**src/rtl/mac_pkg.sv**
```systemverilog
// Shared definitions for the MAC datapath: operand/accumulator widths,
// control-strobe encodings and the signed operand/sum types.
package mac_pkg;

    localparam int DATA_W = 8;
    localparam int ACC_W  = 2 * DATA_W + 4;

    // sel1: start a new sum or add to the running one
    localparam logic SEL1_LOAD = 1'b1;
    localparam logic SEL1_ADD  = 1'b0;
    // sel2: accumulate this beat or hold the sum and emit it
    localparam logic SEL2_ACC  = 1'b1;
    localparam logic SEL2_EMIT = 1'b0;

    typedef logic signed [DATA_W-1:0] operand_t;
    typedef logic signed [ACC_W-1:0]  acc_t;

endpackage

```
**src/rtl/mac_res_fifo.sv**
```systemverilog
// First-word-fall-through result FIFO. Pointers carry one wrap bit above the
// index so full and empty come straight from the pointer compare.
module mac_res_fifo #(
    parameter int W     = 20,
    parameter int DEPTH = 4
) (
    input  logic         clk,
    input  logic         rst,
    input  logic         push,
    input  logic [W-1:0] push_data,
    input  logic         pop,
    output logic [W-1:0] head,
    output logic         full,
    output logic         empty,
    output logic         accepted,
    output logic         dropped
);

    localparam int AW = $clog2(DEPTH);

    logic [AW:0]  wr_ptr;
    logic [AW:0]  rd_ptr;
    logic [W-1:0] mem [DEPTH];
    logic         pop_en;

    assign empty  = (wr_ptr == rd_ptr);
    assign full   = (wr_ptr[AW] != rd_ptr[AW]) &&
                    (wr_ptr[AW-1:0] == rd_ptr[AW-1:0]);
    assign pop_en = pop && !empty;

    // A push into a full FIFO still lands if the head leaves on the same edge.
    assign accepted = push && (!full || pop_en);
    assign dropped  = push && full && !pop_en;

    assign head = empty ? '0 : mem[rd_ptr[AW-1:0]];

    always_ff @(posedge clk or posedge rst) begin
        if (rst) begin
            wr_ptr <= '0;
            rd_ptr <= '0;
        end else begin
            if (accepted) begin
                wr_ptr <= wr_ptr + (AW+1)'(1);
            end
            if (pop_en) begin
                rd_ptr <= rd_ptr + (AW+1)'(1);
            end
        end
    end

    always_ff @(posedge clk) begin
        if (accepted) begin
            mem[wr_ptr[AW-1:0]] <= push_data;
        end
    end

endmodule

```
**src/rtl/mac_dp.sv**
```systemverilog
// Multiply-accumulate datapath driven by the control unit's sel1/sel2 strobes,
// with finished sums queued in an output FIFO. MAC_DP_RELU_EN clamps emitted sums at 0.
module mac_dp #(
    parameter int DATA_W = mac_pkg::DATA_W,
    parameter int ACC_W  = 2 * DATA_W + 4,
    parameter int DEPTH  = 4
) (
    input  logic                     clk,
    input  logic                     rst,
    input  logic                     sel1,
    input  logic                     sel2,
    input  logic signed [DATA_W-1:0] a_in,
    input  logic signed [DATA_W-1:0] b_in,
    output logic        [ACC_W-1:0]  res_data,
    output logic                     res_valid,
    input  logic                     res_ready,
    output logic                     overflow,
    output logic        [15:0]       res_count
);

    import mac_pkg::*;

    localparam int PROD_W = 2 * DATA_W;

    logic signed [PROD_W-1:0] prod_q;
    logic                     sel1_q;
    logic                     sel2_q;
    logic signed [ACC_W-1:0]  acc;
    logic signed [ACC_W-1:0]  prod_ext;
    logic signed [ACC_W-1:0]  push_val;
    logic                     push_q;
    logic        [ACC_W-1:0]  push_data_q;
    logic                     fifo_full;
    logic                     fifo_empty;
    logic                     fifo_accepted;
    logic                     fifo_dropped;

    assign prod_ext = {{(ACC_W-PROD_W){prod_q[PROD_W-1]}}, prod_q};

    always_comb begin
        push_val = acc;
`ifdef MAC_DP_RELU_EN
        if (acc[ACC_W-1]) begin
            push_val = '0;
        end
`endif
    end

    // Stage 1: product and strobes registered together so they stay aligned.
    always_ff @(posedge clk or posedge rst) begin
        if (rst) begin
            prod_q <= '0;
            sel1_q <= SEL1_LOAD;
            sel2_q <= SEL2_ACC;
        end else begin
            prod_q <= PROD_W'(a_in) * PROD_W'(b_in);
            sel1_q <= sel1;
            sel2_q <= sel2;
        end
    end

    // Stage 2: accumulate, or hold and register the sum as a FIFO push.
    always_ff @(posedge clk or posedge rst) begin
        if (rst) begin
            acc         <= '0;
            push_q      <= 1'b0;
            push_data_q <= '0;
        end else if (sel2_q == SEL2_ACC) begin
            push_q <= 1'b0;
            if (sel1_q == SEL1_LOAD) begin
                acc <= prod_ext;
            end else begin
                acc <= acc + prod_ext;
            end
        end else begin
            push_q      <= 1'b1;
            push_data_q <= push_val;
        end
    end

    // Output handshake: res_data is valid whenever res_valid=1 and holds until
    // a rising edge sees res_valid && res_ready; only then does the head leave.
    mac_res_fifo #(
        .W     (ACC_W),
        .DEPTH (DEPTH)
    ) u_fifo (
        .clk       (clk),
        .rst       (rst),
        .push      (push_q),
        .push_data (push_data_q),
        .pop       (res_ready),
        .head      (res_data),
        .full      (fifo_full),
        .empty     (fifo_empty),
        .accepted  (fifo_accepted),
        .dropped   (fifo_dropped)
    );

    assign res_valid = !fifo_empty;

    always_ff @(posedge clk or posedge rst) begin
        if (rst) begin
            overflow  <= 1'b0;
            res_count <= '0;
        end else begin
            if (fifo_dropped) begin
                overflow <= 1'b1;
            end
            if (fifo_accepted) begin
                res_count <= res_count + 16'd1;
            end
        end
    end

endmodule

```
**config.mk**
```make
export PLATFORM = sky130hd
export DESIGN_NAME = mac_dp
export DESIGN_NICKNAME = d
export VERILOG_FILES = /design/src/rtl/mac_pkg.sv /design/src/rtl/mac_res_fifo.sv /design/src/rtl/mac_dp.sv
export SDC_FILE = /design/constraint.sdc
export NUM_CORES = 1
export LEC_CHECK = 0
export ABC_AREA = 1
export CAP_MARGIN = 10
export CORE_MARGIN = 5
export CORE_UTILIZATION = 56
export CTS_BUF_LIST = sky130_fd_sc_hd__clkbuf_4 sky130_fd_sc_hd__clkbuf_8
export CTS_CLUSTER_DIAMETER = 150
export CTS_CLUSTER_SIZE = 24
export DETAILED_ROUTE_END_ITERATION = 10
export GPL_ROUTABILITY_DRIVEN = 0
export MAX_ROUTING_LAYER = met4
export PLACE_DENSITY = 0.79
export SLEW_MARGIN = 25
export SYNTH_ARGS = -nofsm -noshare
export SYNTH_HDL_FRONTEND = slang
export SYNTH_SLANG_ARGS = --single-unit
```
**constraint.sdc**
```tcl
create_clock -name clk -period 2.76 [get_ports clk]
set_input_delay 0.552 -clock clk [delete_from_list [all_inputs] [get_ports clk]]
set_output_delay 0.552 -clock clk [all_outputs]
set_load 0.005 [all_outputs]
```
==> run metrics, run 1 <==
ys flop type=edfxtp_1; Cell Area, Placed=0.0116 sq mm; Final period util=1.39; worst slew margin relative to its limit=0.371; clock-pin slew on the worst setup and hold paths=0.08 ns; largest net degree at the start of global routing=83; fin nets=1425; min Tclk post-route=3.85 ns; vias=8094; highest-count cells in the layout ignoring fill and taps=276 x nand2_1, 181 x inv_1, 109 x nor2_1; CTS Hold Bufs=0; Non-Filler Instances=1536; register area share after synthesis=0.434; commonest non-fill, non-tap cell in the layout=nand2_1; Num Clock Sinks=162; Tightest Pin Transition=0.942 ns; mux cell area share after synthesis=0.00110; DP Cell Count=1472; Max-Cap Viols=0; mapped cell area=0.0103 sq mm; global-route usage over all layers=0.221; hold slack=0.445 ns; initial DRC count=604; CP Max Fanout=2; Final Total Pwr=15.4 mW; chip height=145 um; DIE WIDTH=145 um; Cells after Synth=1165; total die area=0.0211 sq mm; DR DRC count=0; largest family of logic cells by synthesized area=simple AND/OR/NAND/NOR gates; r2r setup slk=0.55 ns; synthesized area per cell=8.81 sq um; Inserted Clock Buffers=17; Post-DP HPWL=15000 um; endpoints failing hold=0; worst vdd ir=0.00104 V; CTS Root Cell=clkbuf_8; Max stage delay on crit path=0.57 ns; Final Max Tran Viols=0; mean routed wirelength per cell=15.3 um; setup TNS after final layout=-8.72 ns; CP required=3.13 ns; Mapped Nets=1296; starting density of the core=0.569; worst hold path type=in -> reg; adder-cell share of the synthesized area=0.175; vias in the first global route=7932; critical path class=in -> reg; LEAKAGE=6.41 nW; Worst Setup End Kind=flip-flop; Site Rows=49; Ant. Diodes=0; Setup Viol. Count Final=11; Core Util, Final=0.715; status=finished, violations left; Final Cell Area=0.0129 sq mm; worst skew pair latency=0.46 ns; PwrDens=1190 mW/mm^2; failing checks=negative setup slack; startpoint type of the worst setup path=input pin; Post-synth EDFFs=80; critical-path cell list=buf_8 > buf_6 > fa_1 > inv_1 > fa_1 > inv_2 > fa_1 > inv_2 > fa_1 > inv_2 > ha_4 > a21oi_4 > nor2_4 > nor4_4 > nor2_1 > nor2_1 > xor2_1; CP most frequent cell=fa_1; Synth Register Bits=162; Setup Slack @ Placement=-1.93 ns; post-synthesis simple-gate area fraction=0.196; synthesis-to-layout area growth=25.6%; RSZ-0062 raised after global routing=yes; Core Area=0.0180 sq mm; global route overflow=0; Synth async-reset ratio=0.506; Distinct cells, synth=44; I/O pin cnt=59; Max Root-Sink Buffers=2; xor/xnor share of the synthesized area=0.0350; Synth Area in Compound Gates=0.0600; number of port buffers=58; first drt pass iteration count=5; Synthesis Warnings=0; antenna violation net count after detailed routing=0; PnR worst setup slack=-1.09 ns; worst-path cell with the longest stage delay=fa_1; TritonCTS clock tree=built; first-pass GRT wire length=37300 um; antenna violations before repair=0; crit path DAT=4.22 ns; layout cell share with drive strength beyond 1=0.217; Vias/cell=5.27; clock skew=0.00967 ns; # fillers=1241; WL final=23600 um; H-tree levels=4; fmax=260 MHz
[state kept, by name, indices dropped and copies added (netlist names)]
signal	count
u_fifo.wr_ptr	3
push_q	1
sel1_q	1
acc	20
u_fifo.rd_ptr	3
overflow	1
push_data_q	20
sel2_q	1
u_fifo.mem	80
prod_q	16
res_count	16
[report_power, final]
| part | switching (mW) | internal, mW | total (mW) | leakage, nW |
|---|---|---|---|---|
| combinational | 5.16 | 4.49 | 9.65 | 4.47 |
| sequential | 0.539 | 3.45 | 3.99 | 1.74 |
| clock | 0.900 | 0.842 | 1.74 | 0.203 |
[Yosys cell counts, drive strengths merged (6+ instances only)]
library cell / instances / area (sq um)
ha: 54 / 676
inv: 221 / 830
nor2: 123 / 484
xnor2: 21 / 184
nand2: 302 / 1150
a21oi: 24 / 124
nand3: 39 / 205
xor2: 20 / 175
nor3: 6 / 30.0
fa: 56 / 1120
clkbuf: 32 / 130
o21ai: 35 / 179
dfrtp: 80 / 2000
edfxtp: 80 / 2400
buf: 9 / 55.1
o32ai: 20 / 175
nand4: 13 / 81.3
[kinds of logic (layout without fill, tap and decap cells)]
logic type	Yosys count	count (layout)
AOI/OAI and AO/OA	97	97
muxes	1	1
DFF	162	162
xor gates and xnor gates	41	41
adders and majority gates	110	110
and+or+nand+nor	491	491
buffers and inverters	263	405
[area by class of cell]
class,instances,area [sq um],area share
clock inverter,14,153,0.0118
multi-input combinational,740,5360,0.416
timing repair buffer,151,1540,0.120
tap,229,287,0.0222
clock buffer,18,248,0.0192
sequential,162,4460,0.346
inverter,222,847,0.0657
[critical path: cells and delay by family]
kind / cells / cell delay (ns)
AO/OA/AOI/OAI: 1 / 0.16
XOR/XNOR: 1 / 0.19
adder cells (fa/ha/maj): 5 / 2.34
buffers and inverters: 6 / 0.42
AND/OR/NAND/NOR: 4 / 0.56
[what timing repair did]
| item | CTS | global route |
|---|---|---|
| gates resized for setup | 142 | 108 |
| setup endpoints to repair | 32 | 22 |
| cloned | 3 | 2 |
| endpoints found under the hold margin | 0 | 0 |
| buffers inserted | 19 | 10 |
| pin swaps | 61 | 70 |
[routing by layer]
metal | vias to the layer above | wire length (um) | global-route usage
met2 | 223 | 12500 | 0.390
met1 | 3920 | 9310 | 0.264
li1 | 3891 | - | -
met4 | 0 | 673 | 0.0732
met5 | - | 0 | -
met3 | 60 | 1110 | 0.0274
[path summary, 6_finish.rpt]
path,start,endpoint,depth (start not counted)
hold reg to reg,overflow,overflow,1
min in group asynchronous,rst,res_count[10],3
max in group asynchronous,rst,prod_q[6],3
setup / recovery,b_in[7],prod_q[12],17
hold / removal,a_in[0],prod_q[0],4
setup reg to reg,prod_q[0],acc[16],15
No activity file was read; power rests on OpenSTA's default activity.
==> run 2: changes to the inputs <==
REMOVE_ABC_BUFFERS = 1   (was default)
==> run 2 against run 1 <==
Against the previous run: the flow still finishes with violations (negative setup slack); flip-flop and latch count unchanged; register-to-register slack worse by 0.02 ns; clock power about the same; routed wire length rose by 7.4%; via count grew 1.4%; worst setup slack improved by 0.014 ns; first-iteration DRC count is 25% lower; final cell count increased by 0.59%; critical path depth is 1 lower; die area is the same; non-clock buffer count rose by 10; critical path type unchanged; critical endpoint is now prod_q[14]; largest cell class unchanged; largest power group unchanged.
==> run metrics, run 2 (same netlist as run 1, synthesis figures left out) <==
Max Root-Sink Buffers=2 (unchanged); CP bufs+invs=6 (unchanged); worst hold path type=in -> async (was in -> reg); Vias/cell=5.31 (was 5.27); worst vdd ir=0.000783 V (was 0.00104 V); setup TNS after final layout=-9.04 ns (was -8.72 ns); PwrDens=1200 mW/mm^2 (was 1190 mW/mm^2); TritonCTS clock tree=built (unchanged); first drt pass iteration count=7 (was 5); RSZ-0062 raised after global routing=yes (unchanged); vias in the first global route=8237 (was 7932); clock skew=0.0171 ns (was 0.00967 ns); H-tree levels=4 (unchanged); fmax=261 MHz (was 260 MHz); mean routed wirelength per cell=16.4 um (was 15.3 um); Tightest Pin Transition=0.956 ns (was 0.942 ns); global-route usage over all layers=0.221 (about the same); crit-path leading delay family=adder cells (unchanged); Final period util=1.39 (about the same); status=finished, violations left (unchanged); DP Cell Count=1481 (was 1472); CTS Root Cell=clkbuf_8 (unchanged); DR DRC count=0 (unchanged); R2R Path Start=prod_q[0] (unchanged); Post-DP HPWL=15300 um (was 15000 um); commonest non-fill, non-tap cell in the layout=nand2_1 (unchanged); CP required=3.08 ns (was 3.13 ns); startpoint type of the worst setup path=input pin (unchanged); CP startpoint=b_in[7] (unchanged); first-pass GRT wire length=38200 um (was 37300 um); CP Max Fanout=3 (was 2); # fillers=1192 (was 1241); hold slack=0.454 ns (was 0.445 ns); LEAKAGE=6.58 nW (was 6.41 nW); r2r setup slk=0.53 ns (was 0.55 ns); chip height=145 um (unchanged); clock-pin slew on the worst setup and hold paths=0.10 ns (was 0.08 ns); global route overflow=0 (unchanged); Max stage delay on crit path=0.54 ns (was 0.57 ns); antenna violations before repair=0 (unchanged); Setup Slack @ Placement=-2.16 ns (was -1.93 ns); Ant. Diodes=0 (unchanged); CP most frequent cell=fa_1 (unchanged); Final Max Tran Viols=0 (unchanged); Setup Viol. Count Final=11 (unchanged); synthesis-to-layout area growth=27.7% (was 25.6%); endpoints failing hold=0 (unchanged); DIE WIDTH=145 um (unchanged); Cell Area, Placed=0.0115 sq mm (was 0.0116 sq mm); layout cell share with drive strength beyond 1=0.232 (was 0.217); highest-count cells in the layout ignoring fill and taps=272 x nand2_1, 175 x inv_1, 109 x nor2_1 (was 276 x nand2_1, 181 x inv_1, 109 x nor2_1); largest net degree at the start of global routing=41 (was 83); CTS Hold Bufs=0 (unchanged); Inserted Clock Buffers=17 (unchanged); vias=8208 (was 8094); Site Rows=49 (unchanged); Worst Setup End Kind=flip-flop (unchanged); critical-path cell list=buf_8 > buf_6 > fa_1 > inv_1 > fa_1 > inv_2 > fa_1 > inv_1 > fa_1 > inv_2 > ha_4 > a21oi_4 > nor2_4 > o31ai_2 > nand4_1 > xor2_1 (was buf_8 > buf_6 > fa_1 > inv_1 > fa_1 > inv_2 > fa_1 > inv_2 > fa_1 > inv_2 > ha_4 > a21oi_4 > nor2_4 > nor4_4 > nor2_1 > nor2_1 > xor2_1); Max-Cap Viols=0 (unchanged); failing checks=negative setup slack (unchanged); reg2reg end=acc[16] (unchanged); I/O pin cnt=59 (unchanged); crit path DAT=4.16 ns (was 4.22 ns); initial DRC count=450 (was 604); PnR worst setup slack=-1.08 ns (was -1.09 ns); number of port buffers=58 (unchanged); WL final=25300 um (was 23600 um); FF-to-FF path depth=15 (unchanged); fin nets=1435 (was 1425); antenna violation net count after detailed routing=0 (unchanged); Largest register FFs=80 (unchanged); Core Area=0.0180 sq mm (unchanged); starting density of the core=0.569 (unchanged); worst slew margin relative to its limit=0.362 (was 0.371); Non-Filler Instances=1545 (was 1536); min Tclk post-route=3.84 ns (was 3.85 ns); total die area=0.0211 sq mm (unchanged); Final Cell Area=0.0131 sq mm (was 0.0129 sq mm); worst-path cell with the longest stage delay=fa_1 (unchanged); Num Clock Sinks=162 (unchanged); critical path class=in -> reg (unchanged); Final Total Pwr=15.8 mW (was 15.4 mW); Core Util, Final=0.727 (was 0.715); worst skew pair latency=0.45 ns (was 0.46 ns); Critical Path Stages=16 (was 17)
==> run 2: cell type report <==
type	instances	area (sq um)	share of cell area
clock buffers	20	256	0.0196
clock inverters	11	154	0.0117
inverters	222	845	0.0644
multi-input cells	740	5410	0.413
flip-flops and latches	162	4460	0.340
well taps	229	287	0.0219
repair buffers	161	1700	0.130
==> run 2: worst max path at each step <==
stage	to	slack (ns)
floorplan	prod_q[12]	-1.63
global placement	prod_q[12]	-2.08
detailed placement	prod_q[12]	-2.16
CTS	prod_q[12]	-0.91
global route	prod_q[12]	-1.21
finish	prod_q[14]	-1.08
==> run 2: layer usage <==
metal	global-route usage	up-vias	routed length, um
met2	0.395	228	14000
li1	-	3913	-
met4	0.0592	0	543
met3	0.0305	46	1020
met5	-	-	0
met1	0.262	4021	9730
==> run 2: power breakdown <==
part | internal, mW | switching [mW]
sequential | 3.45 | 0.547
clock | 0.930 | 0.845
combinational | 4.59 | 5.40
==> run 2: what timing repair did <==
item | CTS | global route
pin swaps | 60 | 74
buffers inserted | 12 | 18
endpoints found under the setup margin | 32 | 31
cloned | 1 | 4
gates resized for setup | 182 | 137
